--- src/rtl/chipset_bank_ctrl.sv ---
//------------------------------------------------------------------------------
// chipset_bank_ctrl : banked memory windows, physical address extension and
//                     wait-state READY generator for the 8086 board.
// Optional macro CHIPSET_READBACK_EN enables register readback.  Rev 1.0
//------------------------------------------------------------------------------
`default_nettype none

module chipset_bank_ctrl #(
  parameter logic [9:0]  IO_BASE     = 10'h030,
  parameter int          NUM_WINDOWS = 4,
  parameter int          WIN_BITS    = 16,
  parameter logic [19:0] WIN_BASE    = 20'h80000,
  parameter int          BANK_BITS   = 6,
  parameter logic [3:0]  DEFAULT_WS  = 4'd0,
  localparam int         PHYS_BITS   = BANK_BITS + WIN_BITS
) (
  input  logic                 clk,
  input  logic                 RESET_N,
  input  logic [19:0]          ADDR,
  input  logic                 M_IO,
  input  logic                 RD,
  input  logic                 WR,
  input  logic                 ALE,
  input  logic [7:0]           DATA_IN,
  output logic [7:0]           DATA_OUT,
  output logic                 DATA_OE,
  output logic [PHYS_BITS-1:0] PHYS_ADDR,
  output logic                 BANK_HIT,
  output logic                 READY
);

  localparam logic [2:0] OFF_WS   = 3'(NUM_WINDOWS);
  localparam logic [2:0] OFF_CTRL = 3'(NUM_WINDOWS + 1);

  typedef enum logic [0:0] {ST_IDLE = 1'b0, ST_WAIT = 1'b1} state_t;

  state_t                state_q, state_d;
  logic [2:0]            wr_sync_q, wr_sync_d;
  logic [2:0]            ale_sync_q, ale_sync_d;
  logic [BANK_BITS-1:0]  bank_q [NUM_WINDOWS];
  logic [BANK_BITS-1:0]  bank_d [NUM_WINDOWS];
  logic [3:0]            ws_q, ws_d;
  logic                  map_en_q, map_en_d;
  logic [3:0]            ws_cnt_q, ws_cnt_d;
  logic                  ready_q, ready_d;

  logic                  commit;
  logic                  ale_fall;
  logic                  reg_sel;
  logic [2:0]            offset;
  logic [BANK_BITS-1:0]  wdata_bank;
  logic [19:0]           win_idx;
  logic [BANK_BITS-1:0]  bank_sel;
  logic                  bank_hit;
  logic                  ws_load;

  // Stage 2 is the synchronised strobe; stage 3 only remembers it for edge detection.
  always_comb begin
    wr_sync_d  = {wr_sync_q[1:0], WR};
    ale_sync_d = {ale_sync_q[1:0], ALE};
    commit     = wr_sync_q[2] & ~wr_sync_q[1];
    ale_fall   = ale_sync_q[2] & ~ale_sync_q[1];
    reg_sel    = ~M_IO & (ADDR[9:3] == IO_BASE[9:3]);
    offset     = ADDR[2:0];
    wdata_bank = BANK_BITS'(DATA_IN);
  end

  always_comb begin
    bank_d   = bank_q;
    ws_d     = ws_q;
    map_en_d = map_en_q;
    if (commit && reg_sel) begin
      for (int i = 0; i < NUM_WINDOWS; i++) begin
        if (offset == 3'(i)) bank_d[i] = wdata_bank;
      end
      if (offset == OFF_WS)   ws_d     = DATA_IN[3:0];
      if (offset == OFF_CTRL) map_en_d = DATA_IN[0];
    end
  end

  // The subtraction wraps below WIN_BASE, so the explicit compare blocks wrap-around hits.
  always_comb begin
    win_idx  = 20'((ADDR - WIN_BASE) >> WIN_BITS);
    bank_sel = '0;
    for (int i = 0; i < NUM_WINDOWS; i++) begin
      if (win_idx == 20'(i)) bank_sel = bank_q[i];
    end
    bank_hit = M_IO & map_en_q & (ADDR >= WIN_BASE) & (win_idx < 20'(NUM_WINDOWS));
    if (bank_hit) PHYS_ADDR = {bank_sel, ADDR[WIN_BITS-1:0]};
    else          PHYS_ADDR = PHYS_BITS'(ADDR);
    BANK_HIT = bank_hit;
  end

  always_comb begin
    state_d  = state_q;
    ws_cnt_d = ws_cnt_q;
    ready_d  = ready_q;
    ws_load  = ale_fall & bank_hit & (ws_q != 4'd0);
    case (state_q)
      ST_IDLE: begin
        if (ws_load) begin
          ws_cnt_d = ws_q;
          ready_d  = 1'b0;
          state_d  = ST_WAIT;
        end
      end
      ST_WAIT: begin
        ready_d = 1'b0;
        if (ws_load) begin
          ws_cnt_d = ws_q;
        end else begin
          ws_cnt_d = ws_cnt_q - 4'd1;
          if (ws_cnt_q == 4'd1) begin
            ready_d = 1'b1;
            state_d = ST_IDLE;
          end
        end
      end
      default: begin
        state_d = ST_IDLE;
        ready_d = 1'b1;
      end
    endcase
  end

  assign READY = ready_q;

  always_ff @(posedge clk or negedge RESET_N) begin
    if (!RESET_N) begin
      state_q    <= ST_IDLE;
      wr_sync_q  <= 3'b111;
      ale_sync_q <= 3'b000;
      for (int i = 0; i < NUM_WINDOWS; i++) bank_q[i] <= BANK_BITS'(i);
      ws_q       <= DEFAULT_WS;
      map_en_q   <= 1'b0;
      ws_cnt_q   <= 4'd0;
      ready_q    <= 1'b1;
    end else begin
      state_q    <= state_d;
      wr_sync_q  <= wr_sync_d;
      ale_sync_q <= ale_sync_d;
      bank_q     <= bank_d;
      ws_q       <= ws_d;
      map_en_q   <= map_en_d;
      ws_cnt_q   <= ws_cnt_d;
      ready_q    <= ready_d;
    end
  end

`ifdef CHIPSET_READBACK_EN
  logic [7:0] data_out_q, data_out_d;
  logic       data_oe_q, data_oe_d;

  always_comb begin
    data_out_d = 8'hFF;
    for (int i = 0; i < NUM_WINDOWS; i++) begin
      if (offset == 3'(i)) data_out_d = 8'(bank_q[i]);
    end
    if (offset == OFF_WS)   data_out_d = {4'h0, ws_q};
    if (offset == OFF_CTRL) data_out_d = {7'h0, map_en_q};
    data_oe_d = reg_sel & ~RD;
  end

  always_ff @(posedge clk or negedge RESET_N) begin
    if (!RESET_N) begin
      data_out_q <= 8'h00;
      data_oe_q  <= 1'b0;
    end else begin
      data_out_q <= data_out_d;
      data_oe_q  <= data_oe_d;
    end
  end

  assign DATA_OUT = data_out_q;
  assign DATA_OE  = data_oe_q;
`else
  logic unused_rd;
  assign unused_rd = RD;
  assign DATA_OUT  = 8'hFF;
  assign DATA_OE   = 1'b0;
`endif

endmodule

`default_nettype wire

--- config.mk ---
export PLATFORM = sky130hd
export DESIGN_NAME = chipset_bank_ctrl
export DESIGN_NICKNAME = d
export VERILOG_FILES = /design/src/rtl/chipset_bank_ctrl.sv
export SDC_FILE = /design/constraint.sdc
export NUM_CORES = 1
export LEC_CHECK = 0
export CAP_MARGIN = 25
export CORE_UTILIZATION = 30
export DETAILED_ROUTE_END_ITERATION = 16
export GPL_TIMING_DRIVEN = 0
export PLACE_DENSITY = 0.64
export SLEW_MARGIN = 40
export SYNTH_ARGS = -nofsm -noshare
export SYNTH_HDL_FRONTEND = slang
export SYNTH_SLANG_ARGS = --single-unit
--- constraint.sdc ---
create_clock -name clk -period 1.6 [get_ports clk]
set_clock_uncertainty 0.05 [all_clocks]
set_input_delay 0.32 -clock clk [delete_from_list [all_inputs] [get_ports clk]]
set_output_delay 0.32 -clock clk [all_outputs]
set_load 0.01 [all_outputs]
# After elaboration in Yosys (flattened, before gate mapping)
# Index checks and enable logic that the tools add are counted.
[totals] output_inout_bits=33 input_bits=34 register_bits=41
[op_classes] n_addsub=2 bitwise=12 eq_ne=11 reduce_logical=10 order_cmp=2 n_mux=16
[op_table] cell="6-bit 2-to-1 mux" count=4
[op_table] cell="22-bit 2-to-1 mux" count=1
[op_table] cell="20-bit >= comparator (second input constant)" count=1
[op_table] cell="20-bit zero test" count=1
[op_table] cell="20-bit subtractor (second input constant)" count=1
[op_table] cell="2-bit AND reduction" count=6
[op_table] cell="1-bit bitwise AND" count=8
[op_table] cell="4-bit by 1-bit equality test with 1-bit output (second input constant)" count=2
[op_table] cell="4-bit by 2-bit equality test with 1-bit output (second input constant)" count=2
[op_table] cell="4-bit 2-to-1 mux" count=2
[op_table] cell="4-bit case mux with 2 select lines" count=1
[op_table] cell="7-bit by 3-bit equality test with 1-bit output (second input constant)" count=1
[op_table] cell="3-bit by 2-bit equality test with 1-bit output (second input constant)" count=2
[op_table] cell="3-bit equality test (second input constant)" count=2
[op_table] cell="1-bit 2-to-1 mux" count=6
[op_table] cell="4-bit by 3-bit less-than comparator with 1-bit output (second input constant)" count=1
[op_table] cell="1-bit NOT" count=4
[op_table] cell="1-bit case mux with 2 select lines" count=2
[op_table] cell="4-bit nonzero test" count=1
[op_table] cell="4-bit by 1-bit subtractor with 4-bit output (second input constant)" count=1
[op_table] cell="3-bit by 1-bit equality test with 1-bit output (second input constant)" count=1
[op_table] cell="3-bit zero test" count=1
[op_table] cell="2-bit != test (second input constant)" count=1
[op_table] cell="1-bit logical AND" count=1

# Depth between registers and ports, before layout
[depth] depth_word=7 ltp_mapped=5

# Least setup slack after synthesis
# No wires, ideal clock.
[synth_path] path_kind="input port to flip-flop" from="input port ADDR[7]" to="register bank_q[10] (netlist bit)" n_path_buf=1 setup_ps=127 cell_stages=4 setup_slack_ps=-316 arrival_ps=1739 path_cell_list="or4_4 > buf_6 > nor4_4 > mux2_1"
[synth_via] elab_chain_cells=4
[synth_rtl] item="start: declaration" line="19" source="input logic [19:0] ADDR,"
[synth_rtl] item="7-bit by 3-bit equality test with 1-bit output" line="63" source="reg_sel = ~M_IO & (ADDR[9:3] == IO_BASE[9:3]);"
[synth_rtl] item="1-bit bitwise AND" line="63"
[synth_rtl] item="1-bit logical AND" line="72" source="if (commit && reg_sel) begin"
[synth_rtl] item="2-bit AND reduction (no line)"
[synth_rtl] item="end signal: assignment" line="142" source="bank_q <= bank_d;"
[synth_rtl] item="end: declaration" line="40" source="logic [BANK_BITS-1:0] bank_q [NUM_WINDOWS];"
# Every way passes these cells.
# A chain may end at the register's enable or synchronous reset.

# Worst setup path after layout
[layout_path] from="register map_en_q" to="output port PHYS_ADDR[16]"
[layout_via] elab_chain_cells=4
[layout_rtl] item="start: declaration" line="43" source="logic map_en_q, map_en_d;"
[layout_rtl] item="start signal: assignment" line="144" source="map_en_q <= map_en_d;"
[layout_rtl] item="1-bit bitwise AND (3 in series)" line="88" source="bank_hit = M_IO & map_en_q & (ADDR >= WIN_BASE) & (win_idx < 20'(NUM_WINDOWS));"
[layout_rtl] item="22-bit 2-to-1 mux" line="89" source="if (bank_hit) PHYS_ADDR = {bank_sel, ADDR[WIN_BITS-1:0]};"
[layout_rtl] item="end: declaration" line="27" source="output logic [PHYS_BITS-1:0] PHYS_ADDR,"
# Every way passes these cells.

==> metrics.csv <==
stage,metric,value,unit
cts,numCtsBuffers,5,
drt,wirelength,5120,µm
logic_synthesis,ys.flop_type,dfrtp_1,
timing,final-hold-violation-count,0,
timing,relSlewSlack,65.9,%
cts,htreeDepth,2,
logic_synthesis,synth_common_cells,"33 x dfrtp_1, 25 x buf_4, 24 x mux2_1, 13 x mux2_2, 8 x dfstp_2",
timing,max_freq,0.526,GHz
final_layout,nNetsFinal,282,
power_and_ir_drop,p_leak,1.54,nW
worst_setup_path,worstRegToRegCells,7,
logic_synthesis,synth_area_leader_cell,dfrtp_1,
grt,grt_max_degree,42,
die,die_h,87.5,µm
placement,hpwlAfterDp,3160,µm
final_layout,n_antenna_cell,0,
power_and_ir_drop,internal-power,1.72,mW
worst_setup_path,cp-start-kind,register,
worst_setup_path,crit-reg2reg-launch,map_en_q$_DFFE_PN0P_,
job,max_cap_violations,0,
power_and_ir_drop,switching_power,495,µW
status,status,finished with violations,
logic_synthesis,netlist_area,2190,µm²
logic_synthesis,synthDistinctLibCells,38,
placement,portBuffers,47,
power_and_ir_drop,seqPwrFrac,47.7,%
drt,ant_nets,0,
die,core,6940,µm²
timing,finalCriticalPeriod,1.90,ns
grt,grt_pass1_vias,1594,
cts,cts_sinks,41,
timing,rsz0062_at_grt,yes,
drt,met2_length,2410,µm
placement,post-place-cells,317,
drt,first_pass_iters,4,
logic_synthesis,synth.area.top_cells,"dfrtp_1 38%, mux2_1 12%, dfstp_2 9.6%, buf_4 8.6%, mux2_2 6.7%",
drt,vias,1540,
worst_setup_path,cp_data_arrival_time,1.53,ns
drt,drc,0,
final_layout,area_delta_synth_final,49.9,%
timing,tns,-5.61,ns
die,placementRows,30,
drt,vias_per_cell,4.49,
cts,cts_tree,built,
drt,wire_per_inst,14.9,µm
logic_synthesis,ys_warn_count,0,
logic_synthesis,async_flop_share,100,%
drt,met1_length,2340,µm
cts,clk_pin_slew,0.08,ns
worst_setup_path,startpoint,map_en_q$_DFFE_PN0P_,
logic_synthesis,syn_avg_cell_area,13.1,µm²
final_layout,drive_above_1_share,57.1,%
final_layout,fin_cells,343,
final_layout,fin_util,47.4,%
cts,insertion_delay,0.30,ns
timing,setup_violations,41,
die,io_pins,67,
min_path,min_from,ale_sync_q[0]$_DFF_PN0_,
worst_setup_path,cp-end-kind,output port,
grt,antenna_found_initial,0,
die,start_util,31.6,%
timing,finalMaxSlewViolations,0,
drt,top_layer,met4,
timing,min_period_over_period,119,%
logic_synthesis,syn_inst,167,
timing,fin_ws,-0.302,ns
cts,clk_path_buf_depth,2,
power_and_ir_drop,vdd_ir_drop_max,0.354,mV
grt,grt-ovfl-total,0,
logic_synthesis,synth_edf_count,0,
status,violations,negative setup slack,
power_and_ir_drop,netSwitchingFraction,22.3,%
drt,dr.first_iter.drc_count,43,
worst_setup_path,crit_fanout,4,
die,dieArea,7660,µm²
drt,wl_met3,327,µm
logic_synthesis,synth_seq_cells,41,
cts,cts_root_buffer,clkbuf_8,
power_and_ir_drop,power_frac_clock,39.0,%
logic_synthesis,yosysTopAreaCellShare,37.6,%
power_and_ir_drop,powerDensity,674,nW/µm²
placement,routabilityCongestion,0.736,
grt,grt_pass1_wl,7810,µm
power_and_ir_drop,combPwrFrac,13.3,%
grt,grt_usage,13.6,%
timing,holdWs,0.302,ns
placement,place_ws,-1.21,ns
min_path,min_path_type,register to register,
die,fp.dieW,87.5,µm
worst_setup_path,critPathKind,register to output port,
logic_synthesis,yosys.cell_count.top_type,dfrtp_1,
timing,tightest_slew,0.511,ns
logic_synthesis,ys_seq_area_share,47.2,%
worst_setup_path,required,1.23,ns
min_path,hold_path_depth,0,
-- worst paths after layout --
| path | to | slack, ns |
|---|---|---|
| max in group asynchronous | READY$_DFFE_PN1P_ | 0.63 |
| min in group asynchronous | map_en_q$_DFFE_PN0P_ | 0.49 |
| worst max register to register | ws_cnt_q[3]$_DFFE_PN0P_ | -0.29 |
| worst min register to register | ale_sync_q[1]$_DFF_PN0_ | 0.30 |
| worst min-delay path | ale_sync_q[1]$_DFF_PN0_ | 0.30 |
| worst max-delay path | PHYS_ADDR[16] | -0.30 |
-- registers in the layout, indices dropped and copies added, names as in the netlist --
register	cells
bank_q	24
ws_cnt_q	4
ws_q	4
ale_sync_q	3
wr_sync_q	3
READY	1
map_en_q	1
state_q	1
-- placed cells by master (no fill, tap or decap), types with 3 or more instances in the layout --
| cell type | instances |
|---|---|
| dfrtp_1 | 33 |
| mux2_2 | 3 |
| nand2_1 | 3 |
| buf_6 | 14 |
| buf_4 | 33 |
| clkdlybuf4s50_1 | 22 |
| or3b_4 | 3 |
| clkbuf_8 | 6 |
| dfstp_2 | 8 |
| buf_2 | 13 |
| nor4_4 | 6 |
| nand3b_1 | 4 |
| conb_1 | 9 |
| mux2_4 | 34 |
-- area by class of cell --
| type | count | area, µm² |
|---|---|---|
| plain buffers | 28 | 211 |
| flip-flops and latches | 41 | 1040 |
| repair buffers | 66 | 604 |
| multi-input cells | 101 | 1190 |
| well taps | 96 | 120 |
| inverters | 3 | 13.8 |
| fillers | 627 | 3660 |
| clock inverters | 1 | 30.0 |
| clock buffers | 7 | 86.3 |
-- cell families (layout without fill, tap and decap cells) --
kind of cell / Yosys count / in the layout / synth area share, %
flip-flops: 41 / 41 / 47.2
buffers and inverters: 32 / 105 / 10.1
AO/OA/AOI/OAI: 13 / 13 / 4.11
other: 2 / 9 / 0.342
XOR/XNOR: 3 / 3 / 1.20
AND/OR/NAND/NOR: 33 / 33 / 13.9
multiplexers: 41 / 41 / 22.0
adder cells (fa/ha/maj): 2 / 2 / 1.14
-- metal layers --
| layer | GRT usage [%] | vias up |
|---|---|---|
| met2 | 21.1 | 50 |
| met5 | 0 | - |
| li1 | - | 717 |
| met4 | 4.02 | 0 |
| met3 | 4.08 | 4 |
| met1 | 18.4 | 769 |
-- power groups by stage --
stage	clock network (mW)	logic [mW]	registers [mW]
after CTS	0.888	0.287	1.06
after floorplan	0	0.122	1.07
after detailed placement	0	0.279	1.07
after global routing	0.929	0.318	1.06
after global placement	0	0.276	1.07
final	0.865	0.294	1.06
-- worst max-delay path: stages (launching register included) --
cell and delay (ns):
dfrtp_1 0.38, nand4b_1 0.21, buf_4 0.17, inv_4 0.03
buf_6 0.10, o22a_1 0.19, buf_2 0.14
-- stage by stage --
stage | total power [mW] | instance area (µm²)
global placement | 1.35 | 2830
detailed placement | 1.35 | 2830
global route | 2.30 | 3290
floorplan | 1.20 | 2240
CTS | 2.23 | 3190
finish | 2.22 | 3290
-- timing repair --
action,in CTS,in global routing
hold buffers,1,0
pin swaps,14,9
cloned,0,0
resized for setup,134,22
hold endpoints to repair,33,0
setup endpoints to repair,53,45
setup buffers,16,3
Power figures use the tool's default switching activity.
